### config.mk
export PLATFORM = sky130hd
export DESIGN_NAME = ps2_kbd_emu
export DESIGN_NICKNAME = d
export VERILOG_FILES = /design/src/rtl/ps2_pkg.sv /design/src/rtl/ps2_evt_fifo.sv /design/src/rtl/ps2_kbd_emu.sv
export SDC_FILE = /design/constraint.sdc
export NUM_CORES = 1
export LEC_CHECK = 0
export CORE_MARGIN = 2
export CORE_UTILIZATION = 60
export CTS_CLUSTER_DIAMETER = 120
export CTS_CLUSTER_SIZE = 14
export DETAILED_ROUTE_END_ITERATION = 6
export HOLD_SLACK_MARGIN = 0.05
export PLACE_DENSITY = 0.85
export SYNTH_ARGS = -nofsm -noshare
export SYNTH_HDL_FRONTEND = slang
export SYNTH_SLANG_ARGS = --single-unit
### constraint.sdc
create_clock -name clk -period 2.7 [get_ports clk]
set_input_delay 0.675 -clock clk [delete_from_list [all_inputs] [get_ports clk]]
set_output_delay 0.675 -clock clk [all_outputs]
set_load 0.1 [all_outputs]
### src/rtl/ps2_pkg.sv
// ps2_pkg -- shared types and constants for the PS/2 keyboard emulator.
//   PS2_EXT / PS2_BRK : scancode prefix bytes (E0 extended, F0 break)
//   PS2_FRAME_BITS    : start + 8 data + parity + stop
//   ps2_tx_st_t       : serializer FSM states
//   ps2_evt_t         : one queued key event {ext, brk, code}
//   ps2_list_t        : expanded byte list of one event (1..3 bytes)
//   ps2_frame()       : byte -> 11-bit frame, LSB transmitted first
//   ps2_build_list()  : event -> byte list
package ps2_pkg;

  localparam logic [7:0]  PS2_EXT        = 8'hE0;
  localparam logic [7:0]  PS2_BRK        = 8'hF0;
  localparam int unsigned PS2_FRAME_BITS = 11;

  typedef enum logic [2:0] {
    ST_IDLE,
    ST_LOAD,
    ST_HI,
    ST_LO,
    ST_GAP,
    ST_WAIT_INH
  } ps2_tx_st_t;

  typedef struct packed {
    logic       ext;
    logic       brk;
    logic [7:0] code;
  } ps2_evt_t;

  typedef struct packed {
    logic [2:0][7:0] b;
    logic [1:0]      len;
  } ps2_list_t;

  // Odd parity: parity bit makes the count of ones over data+parity odd.
  function automatic logic [PS2_FRAME_BITS-1:0] ps2_frame(input logic [7:0] data);
    return {1'b1, ~^data, data, 1'b0};
  endfunction

  function automatic ps2_list_t ps2_build_list(input ps2_evt_t e);
    ps2_list_t l;
    l = '0;
    case ({e.ext, e.brk})
      2'b00: begin
        l.b[0] = e.code;
        l.len  = 2'd1;
      end
      2'b10: begin
        l.b[0] = PS2_EXT;
        l.b[1] = e.code;
        l.len  = 2'd2;
      end
      2'b01: begin
        l.b[0] = PS2_BRK;
        l.b[1] = e.code;
        l.len  = 2'd2;
      end
      default: begin
        l.b[0] = PS2_EXT;
        l.b[1] = PS2_BRK;
        l.b[2] = e.code;
        l.len  = 2'd3;
      end
    endcase
    return l;
  endfunction

endpackage

### src/rtl/ps2_evt_fifo.sv
// ps2_evt_fifo -- synchronous FIFO of ps2_evt_t entries.
//   clk_i, rst_ni : clock, asynchronous active-low reset (flushes pointers)
//   push_i/wdata_i: write an entry (accepted when not full, or full with pop)
//   pop_i/rdata_o : rdata_o shows the head entry; pop_i removes it
//   cnt_o         : occupied entries, 0..DEPTH
module ps2_evt_fifo
  import ps2_pkg::*;
#(
  parameter int unsigned DEPTH = 4
) (
  input  logic                   clk_i,
  input  logic                   rst_ni,
  input  logic                   push_i,
  input  ps2_evt_t               wdata_i,
  input  logic                   pop_i,
  output ps2_evt_t               rdata_o,
  output logic [$clog2(DEPTH):0] cnt_o
);

  localparam int unsigned AW      = $clog2(DEPTH);
  localparam logic [AW:0] FULL    = (AW+1)'(DEPTH);
  localparam logic [AW:0] ONE_C   = (AW+1)'(1);
  localparam logic [AW-1:0] ONE_P = AW'(1);

  ps2_evt_t      mem_q [DEPTH];
  logic [AW-1:0] wr_ptr_q, wr_ptr_d;
  logic [AW-1:0] rd_ptr_q, rd_ptr_d;
  logic [AW:0]   cnt_q, cnt_d;
  logic          full, empty, do_push, do_pop;

  assign full    = (cnt_q == FULL);
  assign empty   = (cnt_q == '0);
  assign do_push = push_i && (!full || pop_i);
  assign do_pop  = pop_i && !empty;
  assign rdata_o = mem_q[rd_ptr_q];
  assign cnt_o   = cnt_q;

  always_comb begin
    wr_ptr_d = wr_ptr_q;
    rd_ptr_d = rd_ptr_q;
    cnt_d    = cnt_q;
    if (do_push) wr_ptr_d = wr_ptr_q + ONE_P;
    if (do_pop)  rd_ptr_d = rd_ptr_q + ONE_P;
    case ({do_push, do_pop})
      2'b10:   cnt_d = cnt_q + ONE_C;
      2'b01:   cnt_d = cnt_q - ONE_C;
      default: cnt_d = cnt_q;
    endcase
  end

  always_ff @(posedge clk_i or negedge rst_ni) begin
    if (!rst_ni) begin
      wr_ptr_q <= '0;
      rd_ptr_q <= '0;
      cnt_q    <= '0;
    end else begin
      wr_ptr_q <= wr_ptr_d;
      rd_ptr_q <= rd_ptr_d;
      cnt_q    <= cnt_d;
    end
  end

  always_ff @(posedge clk_i) begin
    if (do_push) mem_q[wr_ptr_q] <= wdata_i;
  end

endmodule

### src/rtl/ps2_kbd_emu.sv
// ps2_kbd_emu -- device-side PS/2 keyboard emulator.
// Key events are queued in a FIFO, expanded into [E0][F0]code bytes and
// sent as 11-bit PS/2 frames (start, 8 data LSB first, odd parity, stop).
//   clk, reset (async, active-low)
//   key_valid/key_ready/key_code/key_ext/key_break : event input handshake
//   host_inhibit : host holding the clock low (2-flop synchronised)
//   ps2_clk/ps2_data : PS/2 lines, idle high
//   busy, fifo_cnt, bytes_sent : status
// Build option: define PS2_KBD_AUTO_BREAK_EN to follow every make event with
// its break sequence automatically.
module ps2_kbd_emu
  import ps2_pkg::*;
#(
  parameter int unsigned HALF_PER   = 750,
  parameter int unsigned GAP_CYC    = 10000,
  parameter int unsigned FIFO_DEPTH = 4,
  parameter int unsigned CW         = 16
) (
  input  logic                        clk,
  input  logic                        reset,
  input  logic                        key_valid,
  output logic                        key_ready,
  input  logic [7:0]                  key_code,
  input  logic                        key_ext,
  input  logic                        key_break,
  input  logic                        host_inhibit,
  output logic                        ps2_clk,
  output logic                        ps2_data,
  output logic                        busy,
  output logic [$clog2(FIFO_DEPTH):0] fifo_cnt,
  output logic [15:0]                 bytes_sent
);

  localparam int unsigned      AW        = $clog2(FIFO_DEPTH);
  localparam logic [AW:0]      FULL_CNT  = (AW+1)'(FIFO_DEPTH);
  localparam logic [CW-1:0]    HALF_LAST = CW'(HALF_PER - 1);
  localparam logic [CW-1:0]    GAP_LAST  = CW'(GAP_CYC - 1);
  localparam logic [CW-1:0]    CNT_ONE   = CW'(1);
  localparam logic [3:0]       LAST_BIT  = 4'(PS2_FRAME_BITS - 1);

  ps2_tx_st_t                  state_q, state_d;
  logic [CW-1:0]               cnt_q, cnt_d;
  logic [3:0]                  bit_idx_q, bit_idx_d;
  logic [PS2_FRAME_BITS-1:0]   frame_q, frame_d;
  ps2_list_t                   lst_q, lst_d;
  logic [1:0]                  idx_q, idx_d;
  ps2_evt_t                    evt_q, evt_d;
  logic                        auto_q, auto_d;
  logic                        resend_q, resend_d;
  logic                        ps2_clk_q, ps2_clk_d;
  logic                        ps2_data_q, ps2_data_d;
  logic [15:0]                 sent_q, sent_d;
  logic                        inh_s1_q, inh_s2_q;

  logic                        push, pop, advance, start;
  logic [1:0]                  nidx;
  ps2_evt_t                    push_evt, fifo_rd, brk_evt;
  logic                        fifo_nempty;

  assign key_ready   = (fifo_cnt != FULL_CNT);
  assign push        = key_valid && key_ready;
  assign push_evt    = '{ext: key_ext, brk: key_break, code: key_code};
  assign fifo_nempty = (fifo_cnt != '0);

  ps2_evt_fifo #(
    .DEPTH(FIFO_DEPTH)
  ) u_fifo (
    .clk_i  (clk),
    .rst_ni (reset),
    .push_i (push),
    .wdata_i(push_evt),
    .pop_i  (pop),
    .rdata_o(fifo_rd),
    .cnt_o  (fifo_cnt)
  );

  always_ff @(posedge clk or negedge reset) begin
    if (!reset) begin
      inh_s1_q <= 1'b0;
      inh_s2_q <= 1'b0;
    end else begin
      inh_s1_q <= host_inhibit;
      inh_s2_q <= inh_s1_q;
    end
  end

  always_comb begin
    state_d    = state_q;
    cnt_d      = cnt_q;
    bit_idx_d  = bit_idx_q;
    frame_d    = frame_q;
    lst_d      = lst_q;
    idx_d      = idx_q;
    evt_d      = evt_q;
    auto_d     = auto_q;
    resend_d   = resend_q;
    ps2_clk_d  = ps2_clk_q;
    ps2_data_d = ps2_data_q;
    sent_d     = sent_q;
    pop        = 1'b0;
    advance    = 1'b0;
    start      = 1'b0;
    nidx       = idx_q + 2'd1;
    brk_evt    = evt_q;
    brk_evt.brk = 1'b1;

    case (state_q)
      ST_IDLE: begin
        if (fifo_nempty && !inh_s2_q) state_d = ST_LOAD;
      end
      ST_LOAD: begin
        pop     = 1'b1;
        evt_d   = fifo_rd;
        lst_d   = ps2_build_list(fifo_rd);
        idx_d   = 2'd0;
        frame_d = ps2_frame(lst_d.b[0]);
        start   = 1'b1;
`ifdef PS2_KBD_AUTO_BREAK_EN
        auto_d  = !fifo_rd.brk;
`else
        auto_d  = 1'b0;
`endif
      end
      ST_HI, ST_LO: begin
        if (inh_s2_q) begin
          // Abort the frame; frame_q/idx_q are kept so the byte is resent.
          state_d    = ST_WAIT_INH;
          resend_d   = 1'b1;
          cnt_d      = '0;
          ps2_clk_d  = 1'b1;
          ps2_data_d = 1'b1;
        end else if (cnt_q != HALF_LAST) begin
          cnt_d = cnt_q + CNT_ONE;
        end else if (state_q == ST_HI) begin
          cnt_d     = '0;
          ps2_clk_d = 1'b0;
          state_d   = ST_LO;
        end else begin
          cnt_d     = '0;
          ps2_clk_d = 1'b1;
          bit_idx_d = bit_idx_q + 4'd1;
          if (bit_idx_q == LAST_BIT) begin
            state_d    = ST_GAP;
            ps2_data_d = 1'b1;
            sent_d     = sent_q + 16'd1;
          end else begin
            state_d    = ST_HI;
            ps2_data_d = frame_q[bit_idx_d];
          end
        end
      end
      ST_GAP: begin
        if (inh_s2_q) begin
          // Byte already delivered: after the inhibit, continue with the next one.
          state_d  = ST_WAIT_INH;
          resend_d = 1'b0;
          cnt_d    = '0;
        end else if (cnt_q == GAP_LAST) begin
          cnt_d   = '0;
          advance = 1'b1;
        end else begin
          cnt_d = cnt_q + CNT_ONE;
        end
      end
      ST_WAIT_INH: begin
        ps2_clk_d  = 1'b1;
        ps2_data_d = 1'b1;
        if (inh_s2_q) begin
          cnt_d = '0;
        end else if (cnt_q == GAP_LAST) begin
          cnt_d = '0;
          if (resend_q) begin
            resend_d = 1'b0;
            start    = 1'b1;
          end else begin
            advance = 1'b1;
          end
        end else begin
          cnt_d = cnt_q + CNT_ONE;
        end
      end
      default: state_d = ST_IDLE;
    endcase

    if (advance) begin
      if (nidx < lst_q.len) begin
        idx_d   = nidx;
        frame_d = ps2_frame(lst_q.b[nidx]);
        start   = 1'b1;
      end else if (auto_q) begin
        auto_d  = 1'b0;
        lst_d   = ps2_build_list(brk_evt);
        idx_d   = 2'd0;
        frame_d = ps2_frame(lst_d.b[0]);
        start   = 1'b1;
      end else if (fifo_nempty) begin
        state_d = ST_LOAD;
      end else begin
        state_d = ST_IDLE;
      end
    end

    if (start) begin
      state_d    = ST_HI;
      bit_idx_d  = 4'd0;
      cnt_d      = '0;
      ps2_clk_d  = 1'b1;
      ps2_data_d = 1'b0;
    end
  end

  always_ff @(posedge clk or negedge reset) begin
    if (!reset) begin
      state_q    <= ST_IDLE;
      cnt_q      <= '0;
      bit_idx_q  <= '0;
      frame_q    <= '1;
      lst_q      <= '0;
      idx_q      <= '0;
      evt_q      <= '0;
      auto_q     <= 1'b0;
      resend_q   <= 1'b0;
      ps2_clk_q  <= 1'b1;
      ps2_data_q <= 1'b1;
      sent_q     <= '0;
    end else begin
      state_q    <= state_d;
      cnt_q      <= cnt_d;
      bit_idx_q  <= bit_idx_d;
      frame_q    <= frame_d;
      lst_q      <= lst_d;
      idx_q      <= idx_d;
      evt_q      <= evt_d;
      auto_q     <= auto_d;
      resend_q   <= resend_d;
      ps2_clk_q  <= ps2_clk_d;
      ps2_data_q <= ps2_data_d;
      sent_q     <= sent_d;
    end
  end

  assign ps2_clk    = ps2_clk_q;
  assign ps2_data   = ps2_data_q;
  assign bytes_sent = sent_q;
  assign busy       = (state_q != ST_IDLE) || fifo_nempty;

endmodule
==> summary.txt <==
routability cong. - 0.8516
clk root buf - clkbuf_16
Max Cap Violations - 0
CTS tree - built
Post-synth EDFFs - 40
Setup Buffers After CTS - 0
htree depth - 4
initial antenna violation count - 0
met1 WL - 6.270 mm
status - finished, final reports clean
post-layout net count - 723
Synthesis Warnings - 0
clk sinks - 140
commonest non-fill, non-tap cell in the layout - dfrtp_1
clock latency on the worst-skew pair - 0.43 ns
#FFs+latches synth - 140
Setup crit end kind - flop
Worst VDD drop - 0.9102 mV
Arr. time, crit path - 2.85 ns
post-cts resize count - 0
die width - 112.3 um
Final HPWL DP - 10.41 mm
CP startpoint - u_fifo.rd_ptr_q[0]
Max Root-Sink Buffers - 2
met2 wire len - 8.214 mm
Slew @ Worst Pin - 0.6945 ns
mean post-synth cell area - 10.85 um^2
DRT iter0 DRCs - 478
PortBufs - 36
Rel. slew slack - 0.5370
Pwr per Cell Area - 1112 nW/um^2
CP Depth - 6
I/O pin count - 37
r2r startpoint - u_fifo.rd_ptr_q[0]
Area Growth Syn to Fin - 15.96%
Core Util, Final - 0.7141
reg2reg path depth - 6
TritonCTS buffer count - 17
Syn Nets - 679
Die Height - 112.3 um
Final Cycle Share - 0.9349
Cell Area, Synth - 7032 um^2
Cells after Synth - 648
hold_buf cts - 0
Final setup viols - 0
Static Leakage - 0.003440 uW
starting density of the core - 0.6158
CP Max Fanout - 7
setup total negative slack - 0 ns
Crit path max-delay family - multiplexers
clock transition at the registers of the reported paths - 0.07 ns
CP max stage cell - mux4_1
Final Critical Period - 2.524 ns
total chip power - 9063 uW
DRC Markers - 0
DR top layer - met4
met3 routed wirelength - 872 um
number of routed nets with antenna violations - 0
Via Count - 5258
Final Max Tran Viols - 0
RSZ-0062 raised after global routing - false
type of origin of the critical path - flop
CP Class - reg -> reg
Worst R2R End - lst_q[11]
Max Freq - 396.2 MHz
share of layout cells above drive strength 1 - 0.1730
vias in the first global route - 5551
Routed WL per cell - 18.48 um
ys flop type - dfrtp_1
slowest stage delay, CP - 0.66 ns
Vias/cell - 6.200
first-pass iteration count of the detailed router - 5
CP Cell Sequence - mux4_1 > inv_1 > ha_1 > nor3b_1 > a22oi_1 > o21ai_0
placeable core area - 11420 um^2
Reg2Reg Setup Slack - 0.18 ns
largest net degree at the start of global routing - 56
ANT cells - 0
routed wire length - 15.67 mm
Hold WC Path Type - in -> async
Synth async-reset ratio - 0.7143
Cell Rows - 39
library cells used by synthesis - 63
first-pass GRT wire length - 26.45 mm
Worst EP required - 3.03 ns
GRT overflow - 0
crit path to - lst_q[11]
die area - 12600 um^2
commonest cells after routing, fill and taps aside - dfrtp_1 (84), nor2_1 (61), nand2_1 (52)
final hold vios - 0
register area share after synthesis - 0.5290
Buf+Inv Stages, Crit Path - 1
Total GRT Usage - 0.2641
Layout Skew - 0.01316 ns
==> per-stage QoR <==
stage          hold WS (ns)  instances  cell area (um^2)  worst slack [ns]
3_5_place_dp         0.3623        816              7557           0.08499
2_1_floorplan        0.3312        648              7048            0.1406
3_3_place_gp         0.3463        816              7557            0.2529
6_report             0.1747        848              8154            0.1757
5_1_grt              0.1923        848              8154           0.02521
4_1_cts              0.1726        848              8154            0.2003
==> kinds of logic (layout without fill, tap and decap cells) <==
family	after synthesis	after routing	share of synthesized area
xor gates and xnor gates	41	41	0.05214
buffers and inverters	50	107	0.03132
and+or+nand+nor	240	240	0.1786
adders and majority gates	17	17	0.03132
muxes	26	26	0.06352
DFF	140	140	0.5290
AOI/OAI and AO/OA	134	134	0.1141
==> worst min-delay path by stage <==
stage	start	to	slack, ns	cells after the start
4_1_cts	reset	u_fifo.wr_ptr_q[1]	0.17	1
3_3_place_gp	inh_s1_q	inh_s2_q	0.35	0
5_1_grt	reset	u_fifo.wr_ptr_q[1]	0.19	1
6_report	reset	u_fifo.cnt_o[1]	0.17	1
2_1_floorplan	inh_s1_q	inh_s2_q	0.33	0
3_5_place_dp	inh_s1_q	inh_s2_q	0.36	0
==> routing by layer <==
layer	track usage	up-vias
met4	0.1098	0
met3	0.05238	32
li1	-	2433
met2	0.4574	191
met5	0	-
met1	0.3261	2602
==> worst register-to-register path: cells and delay by family, from the launching register on <==
| family | cells | cell delay [ns] |
|---|---|---|
| multiplexers | 1 | 0.67 |
| adder cells (fa/ha/maj) | 1 | 0.19 |
| buffers and inverters | 1 | 0.12 |
| AO/OA/AOI/OAI | 2 | 0.34 |
| flip-flops | 1 | 0.53 |
| AND/OR/NAND/NOR | 1 | 0.57 |
==> cells in the mapped netlist, types with 4 or more instances <==
cell type | number | area share
or3_1 | 8 | 0.0071
edfxtp_1 | 40 | 0.17
dfrtp_1 | 87 | 0.31
dfstp_2 | 13 | 0.049
ha_1 | 16 | 0.028
mux2_2 | 11 | 0.018
clkbuf_1 | 19 | 0.010
xnor2_1 | 29 | 0.036
nor2_1 | 61 | 0.033
nand3_1 | 33 | 0.023
buf_2 | 8 | 0.0057
a21oi_1 | 50 | 0.036
and2_1 | 6 | 0.0053
nor3_1 | 14 | 0.010
a31oi_1 | 5 | 0.0044
mux4_1 | 6 | 0.022
xor2_1 | 11 | 0.014
nand2_1 | 52 | 0.028
mux4_2 | 6 | 0.019
nand2b_1 | 4 | 0.0036
nand4_1 | 6 | 0.0053
inv_1 | 18 | 0.0096
nand3b_1 | 14 | 0.015
a22oi_1 | 19 | 0.020
o21ai_0 | 37 | 0.026
and3_1 | 19 | 0.017
==> registers in the layout (all words and copies together), names as in the netlist, 2 cells and up <==
| signal | cells |
|---|---|
| lst_q | 26 |
| cnt_q | 16 |
| frame_q | 11 |
| state_q | 3 |
| u_fifo.mem_q | 40 |
| bit_idx_q | 4 |
| idx_q | 2 |
| brk_evt | 9 |
| bytes_sent | 16 |
| u_fifo.cnt_o | 3 |
| u_fifo.wr_ptr_q | 2 |
| u_fifo.rd_ptr_q | 2 |
==> power by group <==
group / internal, uW / switching [uW]
clock: 1410 / 936
combinational: 1370 / 2170
sequential: 2760 / 419
==> final cells by class <==
| class | instances | area (um^2) |
|---|---|---|
| Fill cell | 766 | 3264 |
| Timing Repair Buffer | 57 | 483.0 |
| Tap cell | 143 | 178.9 |
| Multi-Input combinational cell | 458 | 3104 |
| Sequential cell | 140 | 3724 |
| Inverter | 18 | 67.56 |
| Clock inverter | 13 | 153.9 |
| Clock buffer | 19 | 442.9 |
No activity file was read; power rests on OpenSTA's default activity.
